--- config.mk ---
export PLATFORM = sky130hd
export DESIGN_NAME = point_commit_scheduler
export DESIGN_NICKNAME = d
export VERILOG_FILES = /design/src/rtl/point_commit_scheduler.sv
export SDC_FILE = /design/constraint.sdc
export NUM_CORES = 1
export LEC_CHECK = 0
export CAP_MARGIN = 20
export CORE_UTILIZATION = 40
export CTS_BUF_LIST = sky130_fd_sc_hd__clkbuf_16
export CTS_CLUSTER_SIZE = 28
export DETAILED_ROUTE_END_ITERATION = 8
export GPL_ROUTABILITY_DRIVEN = 1
export PLACE_DENSITY = 0.61
export SLEW_MARGIN = 30
export SYNTH_ARGS = -nofsm -noshare
export SYNTH_HDL_FRONTEND = slang
export SYNTH_SLANG_ARGS = --single-unit
export TNS_END_PERCENT = 30
--- constraint.sdc ---
create_clock -name clk_in -period 3.9 [get_ports clk_in]
set_input_delay 0.39 -clock clk_in [delete_from_list [all_inputs] [get_ports clk_in]]
set_output_delay 0.39 -clock clk_in [all_outputs]
set_load 0.005 [all_outputs]
--- src/rtl/point_commit_scheduler.sv ---
`default_nettype none
// ============================================================================
// Module      : point_commit_scheduler
// Description : Collects tracking-point updates from N_REQ producers into a
//               shadow point table. Round-robin arbitration selects one
//               producer per cycle. At every frame end the whole table is
//               streamed to pixel_manager, one entry per cycle in index
//               order, so a rendered frame never mixes points from two frames.
// Ports       : clk_in, rst_n_in        clock, async active-low reset
//               hcount_in, vcount_in    raster position (frame-end detect)
//               req_in/x_in/y_in/idx_in producer write requests, packed per r
//               grant_out               one-hot combinational grant
//               pt_*_out                registered point beats
//               frame_commit_out        one-cycle pulse after the last beat
//               busy_out, overrun_out   commit in progress / sticky overrun
// Config      : `define POINT_CLAMP_EN saturates written x/y to H_MAX/V_MAX
//               and adds one cycle of write latency.
// Revision    : 1.0  initial release
// ============================================================================
module point_commit_scheduler #(
  parameter int N_REQ             = 2,
  parameter int N_TRACKING_POINTS = 4,
  parameter int H_LAST            = 320,
  parameter int V_LAST            = 640,
  parameter int H_MAX             = 1279,
  parameter int V_MAX             = 719,
  localparam int IDX_W = (N_TRACKING_POINTS > 1) ? $clog2(N_TRACKING_POINTS) : 1
) (
  input  logic                   clk_in,
  input  logic                   rst_n_in,
  input  logic [10:0]            hcount_in,
  input  logic [9:0]             vcount_in,
  input  logic [N_REQ-1:0]       req_in,
  input  logic [N_REQ*11-1:0]    x_in,
  input  logic [N_REQ*10-1:0]    y_in,
  input  logic [N_REQ*IDX_W-1:0] idx_in,
  output logic [N_REQ-1:0]       grant_out,
  output logic                   pt_valid_out,
  output logic [IDX_W-1:0]       pt_idx_out,
  output logic [10:0]            pt_x_out,
  output logic [9:0]             pt_y_out,
  output logic                   pt_fresh_out,
  output logic                   frame_commit_out,
  output logic                   busy_out,
  output logic                   overrun_out
);

  localparam int RR_W = (N_REQ > 1) ? $clog2(N_REQ) : 1;

  typedef enum logic [1:0] {
    S_IDLE   = 2'd0,
    S_COMMIT = 2'd1,
    S_DONE   = 2'd2
  } state_t;

  state_t                       r_state, w_state_nxt;
  logic   [IDX_W-1:0]           r_cnt;
  logic                         r_match, r_eof, w_match, w_last;
  logic   [RR_W-1:0]            r_rr_ptr, w_gnt_idx;
  logic                         w_gnt_any;
  logic   [N_REQ-1:0]           w_grant;
  logic   [10:0]                r_tab_x [N_TRACKING_POINTS];
  logic   [9:0]                 r_tab_y [N_TRACKING_POINTS];
  logic   [N_TRACKING_POINTS-1:0] r_fresh;
  logic   [10:0]                w_sel_x, w_wr_x, w_rd_x;
  logic   [9:0]                 w_sel_y, w_wr_y, w_rd_y;
  logic   [IDX_W-1:0]           w_sel_idx, w_wr_idx;
  logic                         w_idx_ok, w_wr_en, w_bypass, w_rd_fresh;

  // Frame end: only the first cycle of a (possibly held) raster match counts.
  assign w_match = (hcount_in == 11'(H_LAST)) && (vcount_in == 10'(V_LAST));

  always_ff @(posedge clk_in or negedge rst_n_in) begin
    if (!rst_n_in) begin
      r_match <= 1'b0;
      r_eof   <= 1'b0;
    end else begin
      r_match <= w_match;
      r_eof   <= w_match & ~r_match;
    end
  end

  // Round-robin search starting at r_rr_ptr; only enabled while idle.
  always_comb begin
    w_grant   = '0;
    w_gnt_idx = '0;
    w_gnt_any = 1'b0;
    if (r_state == S_IDLE) begin
      for (int i = 0; i < N_REQ; i++) begin
        if (!w_gnt_any && req_in[(int'(r_rr_ptr) + i) % N_REQ]) begin
          w_gnt_any = 1'b1;
          w_gnt_idx = RR_W'((int'(r_rr_ptr) + i) % N_REQ);
        end
      end
    end
    if (w_gnt_any) w_grant[w_gnt_idx] = 1'b1;
  end

  assign grant_out = w_grant;
  assign w_sel_x   = x_in[w_gnt_idx*11 +: 11];
  assign w_sel_y   = y_in[w_gnt_idx*10 +: 10];
  assign w_sel_idx = idx_in[w_gnt_idx*IDX_W +: IDX_W];
  // Out-of-range targets are still granted (the producer is released) but dropped.
  assign w_idx_ok  = int'(w_sel_idx) < N_TRACKING_POINTS;

`ifdef POINT_CLAMP_EN
  logic             r_wr_vld;
  logic [IDX_W-1:0] r_wr_idx;
  logic [10:0]      r_wr_x;
  logic [9:0]       r_wr_y;

  always_ff @(posedge clk_in or negedge rst_n_in) begin
    if (!rst_n_in) begin
      r_wr_vld <= 1'b0;
      r_wr_idx <= '0;
      r_wr_x   <= '0;
      r_wr_y   <= '0;
    end else begin
      r_wr_vld <= w_gnt_any & w_idx_ok;
      r_wr_idx <= w_sel_idx;
      r_wr_x   <= (w_sel_x > 11'(H_MAX)) ? 11'(H_MAX) : w_sel_x;
      r_wr_y   <= (w_sel_y > 10'(V_MAX)) ? 10'(V_MAX) : w_sel_y;
    end
  end

  assign w_wr_en  = r_wr_vld;
  assign w_wr_idx = r_wr_idx;
  assign w_wr_x   = r_wr_x;
  assign w_wr_y   = r_wr_y;
`else
  assign w_wr_en  = w_gnt_any & w_idx_ok;
  assign w_wr_idx = w_sel_idx;
  assign w_wr_x   = w_sel_x;
  assign w_wr_y   = w_sel_y;
`endif

  // A write still in flight when the commit reaches its entry is forwarded,
  // so a write granted on the frame-end edge belongs to that commit.
  assign w_bypass   = w_wr_en && (w_wr_idx == r_cnt);
  assign w_rd_x     = w_bypass ? w_wr_x : r_tab_x[r_cnt];
  assign w_rd_y     = w_bypass ? w_wr_y : r_tab_y[r_cnt];
  assign w_rd_fresh = w_bypass | r_fresh[r_cnt];

  always_ff @(posedge clk_in or negedge rst_n_in) begin
    if (!rst_n_in) begin
      for (int i = 0; i < N_TRACKING_POINTS; i++) begin
        r_tab_x[i] <= '0;
        r_tab_y[i] <= '0;
      end
      r_fresh <= '0;
    end else begin
      if (r_state == S_DONE) r_fresh <= '0;
      else if (w_wr_en)      r_fresh[w_wr_idx] <= 1'b1;
      if (w_wr_en) begin
        r_tab_x[w_wr_idx] <= w_wr_x;
        r_tab_y[w_wr_idx] <= w_wr_y;
      end
    end
  end

  assign w_last = int'(r_cnt) == (N_TRACKING_POINTS - 1);

  always_ff @(posedge clk_in or negedge rst_n_in) begin
    if (!rst_n_in) r_state <= S_IDLE;
    else           r_state <= w_state_nxt;
  end

  always_comb begin
    w_state_nxt = r_state;
    case (r_state)
      S_IDLE:   if (r_eof)  w_state_nxt = S_COMMIT;
      S_COMMIT: if (w_last) w_state_nxt = S_DONE;
      S_DONE:               w_state_nxt = S_IDLE;
      default:              w_state_nxt = S_IDLE;
    endcase
  end

  assign busy_out = (r_state == S_COMMIT);

  always_ff @(posedge clk_in or negedge rst_n_in) begin
    if (!rst_n_in) begin
      r_cnt            <= '0;
      r_rr_ptr         <= '0;
      pt_valid_out     <= 1'b0;
      pt_idx_out       <= '0;
      pt_x_out         <= '0;
      pt_y_out         <= '0;
      pt_fresh_out     <= 1'b0;
      frame_commit_out <= 1'b0;
      overrun_out      <= 1'b0;
    end else begin
      pt_valid_out     <= 1'b0;
      frame_commit_out <= 1'b0;
      if (w_gnt_any) r_rr_ptr <= RR_W'((int'(w_gnt_idx) + 1) % N_REQ);
      if (r_eof && (r_state != S_IDLE)) overrun_out <= 1'b1;
      case (r_state)
        S_IDLE: r_cnt <= '0;
        S_COMMIT: begin
          pt_valid_out <= 1'b1;
          pt_idx_out   <= r_cnt;
          pt_x_out     <= w_rd_x;
          pt_y_out     <= w_rd_y;
          pt_fresh_out <= w_rd_fresh;
          r_cnt        <= r_cnt + 1'b1;
        end
        S_DONE: frame_commit_out <= 1'b1;
        default: ;
      endcase
    end
  end

endmodule
`default_nettype wire
==> results.cfg <==
[yosys]
post_synth.cell_area_avg_um2 = 10.4
synth_cell_types = 35
synthDominantAreaCellType = sky130_fd_sc_hd__dfrtp_1
synth.ff_latch_count = 122
synthesis.instances = 628
synthesis.area_um2 = 6560
synth_top_area_share_pct = 46.6
synth.top_cells.by_area = sky130_fd_sc_hd__dfrtp_1 47%, sky130_fd_sc_hd__a311oi_1 11%, sky130_fd_sc_hd__nor4_1 8.1%
synth.yosys.seq_area_share_pct = 46.6
syn_nets = 700
synth.yosys.warnings = 0

[clock_tree]
hold_buffers = 0
cts_tree = done
worst_skew_pair.late_latency_ps = 430
cts_repair_resize_count = 0
clock_sink_count = 122
numCtsBuffers = 17
post-cts-setup-buffer-count = 0
ctsRootBufferMaster = sky130_fd_sc_hd__clkbuf_16
cts.path.max_buffers = 2
path_clk_slew_ps = 50
htree_levels = 4

[outcome]
run_status = finished, violations left
failing_checks = hold timing

[sta]
setup_violations = 0
timing.max_slew.rel_slack_pct = 38.4
final.min_clock_period_ps = 2830
share_of_the_cycle_needed_by_the_critical_path_after_routing_pct = 72.4
grt_setup_unrepaired = no
hold_ws_ps = -39.3
slew_violations = 0
achievable-frequency_ghz = 0.354
totalNegativeSetupSlack_ps = 0
setup_slack_ps = 1070
finalHoldViolations = 17
max_slew.worst_pin.slew_ps = 924
final.setup_skew_ps = 11.0

[layout]
insertedDiodeCount = 0
post_layout_nonfiller_instances = 922
finish.net_count = 765
final_design_instance_area_without_fill_um2 = 8270
drive_gt1_share_pct = 15.6
area_growth_pct = 26.1

[setup_path]
cp_slowest_cell = sky130_fd_sc_hd__or3b_2
worst_setup_path_start_kind = flop
criticalPathCategory = reg2out
crit_fanout = 26
crit_arrival_ps = 2440
timing.critical_path.slowest_cell_delay_ps = 780
cp-end-kind = primary output
cells_traversed_along_the_worst_timing_path = or3b_2 > nor2_1 > clkdlybuf4s50_1
required_ps = 3510

[die]
floorplan.initialDensity_pct = 41.1
coreArea_um2 = 15900
design.portCount = 101
floorplan.die.width_um = 130
num_rows = 46
die_area_um2 = 16900
die_height_um = 130

[power_and_ir_drop]
vdd.ir_drop.worst_mv = 0.334
power_mw = 3.96
power.leakage_nw = 3.42
power_density_nw_per_um2 = 479

[placed_design]
detailed_place_hpwl_um = 12300
port-buffer-count = 100
worst_slack_at_placement_ps = 1120
placement.cell_area_um2 = 7610
place_congestion = 0.788
numPlacedInstances = 890

[route]
avgRoutedWirePerCell_um = 23.0
num_vias = 5917
first_iter_violations = 643
vias_cell = 6.42
remaining_drc_errors = 0
drt_pass1_iterations = 5
antenna_violating_nets_post_route = 0
routed_wirelength_um = 21200

[grt]
globalRoute.totalOverflow = 0
grtUsageTotal_pct = 26.3
first_global_vias = 6156
grt_start_max_net_pins = 72
initial_antenna_violation_count = 0
grt_pass1_wl_um = 32800

[hold_path]
worstHoldPathType = in2async

[flow_run]
number_of_maximum_capacitance_violations = 0
-- cell type report --
type | count | area, µm²
clock inverter | 15 | 230
timing repair buffer | 119 | 1140
inverter | 88 | 330
fill | 1428 | 7670
multi-input combinational | 345 | 2820
sequential | 122 | 3050
tap | 216 | 270
clock buffer | 17 | 425
-- Yosys cell counts --
library cell and count:
sky130_fd_sc_hd__or3b_2 1, sky130_fd_sc_hd__nor4_1 85, sky130_fd_sc_hd__nor4b_1 3, sky130_fd_sc_hd__dfrtp_1 122
sky130_fd_sc_hd__a21bo_2 1, sky130_fd_sc_hd__a21oi_1 1, sky130_fd_sc_hd__or3_4 4, sky130_fd_sc_hd__nor3_1 85
sky130_fd_sc_hd__nand2b_1 3, sky130_fd_sc_hd__or2_1 2, sky130_fd_sc_hd__a211o_1 1, sky130_fd_sc_hd__buf_2 14
sky130_fd_sc_hd__nand2_1 1, sky130_fd_sc_hd__and2_1 1, sky130_fd_sc_hd__nor2b_1 3, sky130_fd_sc_hd__or2_2 2
sky130_fd_sc_hd__buf_1 2, sky130_fd_sc_hd__or4b_4 2, sky130_fd_sc_hd__mux2_2 25, sky130_fd_sc_hd__mux4_2 22
sky130_fd_sc_hd__o21ai_0 1, sky130_fd_sc_hd__a31oi_1 4, sky130_fd_sc_hd__clkbuf_1 47, sky130_fd_sc_hd__or2_4 1
sky130_fd_sc_hd__or4_1 1, sky130_fd_sc_hd__ha_1 1, sky130_fd_sc_hd__a22o_1 2, sky130_fd_sc_hd__nor2_1 4
sky130_fd_sc_hd__nand4_1 1, sky130_fd_sc_hd__inv_1 88, sky130_fd_sc_hd__or3b_1 2, sky130_fd_sc_hd__nand4bb_1 1
sky130_fd_sc_hd__a211oi_1 1, sky130_fd_sc_hd__buf_6 10, sky130_fd_sc_hd__a311oi_1 84
-- state kept, by name, indices dropped and copies added (netlist names), 2 cells and up --
| register | flops |
|---|---|
| r_state | 2 |
| r_cnt | 2 |
| pt_x_out | 11 |
| pt_y_out | 10 |
| r_tab_x | 44 |
| r_fresh | 4 |
| r_tab_y | 40 |
| pt_idx_out | 2 |
-- placed cells by master (no fill, tap or decap), types with 2 or more instances in the layout --
cell type and count:
sky130_fd_sc_hd__a22o_1 2, sky130_fd_sc_hd__a311oi_1 84, sky130_fd_sc_hd__a31oi_1 4, sky130_fd_sc_hd__buf_4 19, sky130_fd_sc_hd__bufinv_16 6, sky130_fd_sc_hd__clkbuf_16 17, sky130_fd_sc_hd__clkdlybuf4s50_1 99, sky130_fd_sc_hd__clkinv_1 2
sky130_fd_sc_hd__clkinv_2 3, sky130_fd_sc_hd__clkinvlp_4 2, sky130_fd_sc_hd__dfrtp_1 122, sky130_fd_sc_hd__inv_1 89, sky130_fd_sc_hd__mux2_2 25, sky130_fd_sc_hd__mux4_2 22, sky130_fd_sc_hd__nand2b_1 3, sky130_fd_sc_hd__nor2_1 4
sky130_fd_sc_hd__nor3_1 85, sky130_fd_sc_hd__nor4_1 85, sky130_fd_sc_hd__nor4b_1 3, sky130_fd_sc_hd__or2_1 2, sky130_fd_sc_hd__or2_2 2, sky130_fd_sc_hd__or3_4 4, sky130_fd_sc_hd__or3b_2 2, sky130_fd_sc_hd__or4b_4 2
-- kinds of logic after synthesis --
| logic type | synth area share (%) |
|---|---|
| DFF | 46.6 |
| AOI/OAI and AO/OA | 12.4 |
| and+or+nand+nor | 18.4 |
| muxes | 11.8 |
| adders and majority gates | 0.191 |
| buffers and inverters | 10.6 |
-- where the power goes --
part	switching, mW	internal, mW	total, mW	leakage, nW
Combinational	0.343	0.280	0.623	1.68
Sequential	0.110	1.46	1.57	1.42
Clock	0.583	1.19	1.77	0.319
Total	1.04	2.92	3.96	3.42
-- metal layers --
layer  vias up  part of all wire (%)  routed length (µm)  track usage (%)
met4         0                   2.2                 463             13.0
met2       357                    50               10600             42.6
met3        46                   8.7                1850             6.27
li1       2550                     -                   -                -
met5         -                     0                   0                0
met1      2964                    39                8360             32.9
-- critical path: cells and delay by family, from the launching register on --
family | cells | cell delay [ps]
simple gates | 2 | 990
flops | 1 | 480
buf+inv | 1 | 520
-- final timing paths --
check                                       startpoint                       to  slack [ps]  depth (start not counted)
worst max-delay path            r_state[0]$_DFFE_PN0P_             grant_out[1]        1070                          3
worst min-delay path                          rst_n_in  pt_x_out[3]$_DFFE_PN0P_         -40                          1
min in group clk_in                  r_match$_DFF_PN0_          r_eof$_DFF_PN0_         410                          1
max in group asynchronous                     rst_n_in   r_fresh[3]$_DFFE_PN0P_        2880                          3
worst min register to register       r_match$_DFF_PN0_          r_eof$_DFF_PN0_         410                          1
worst max register to register  r_state[1]$_DFFE_PN0P_  r_tab_y[23]$_DFFE_PN0P_        1510                          4
-- through the flow --
step | utilization (%) | hold slack (ps)
final | 51.9 | -39.3
after global routing | 51.9 | 33.1
after CTS | 51.9 | 142
after detailed placement | 47.7 | 404
after global placement | 47.7 | 395
after floorplan | - | 94.4
Power figures use the tool's default switching activity.
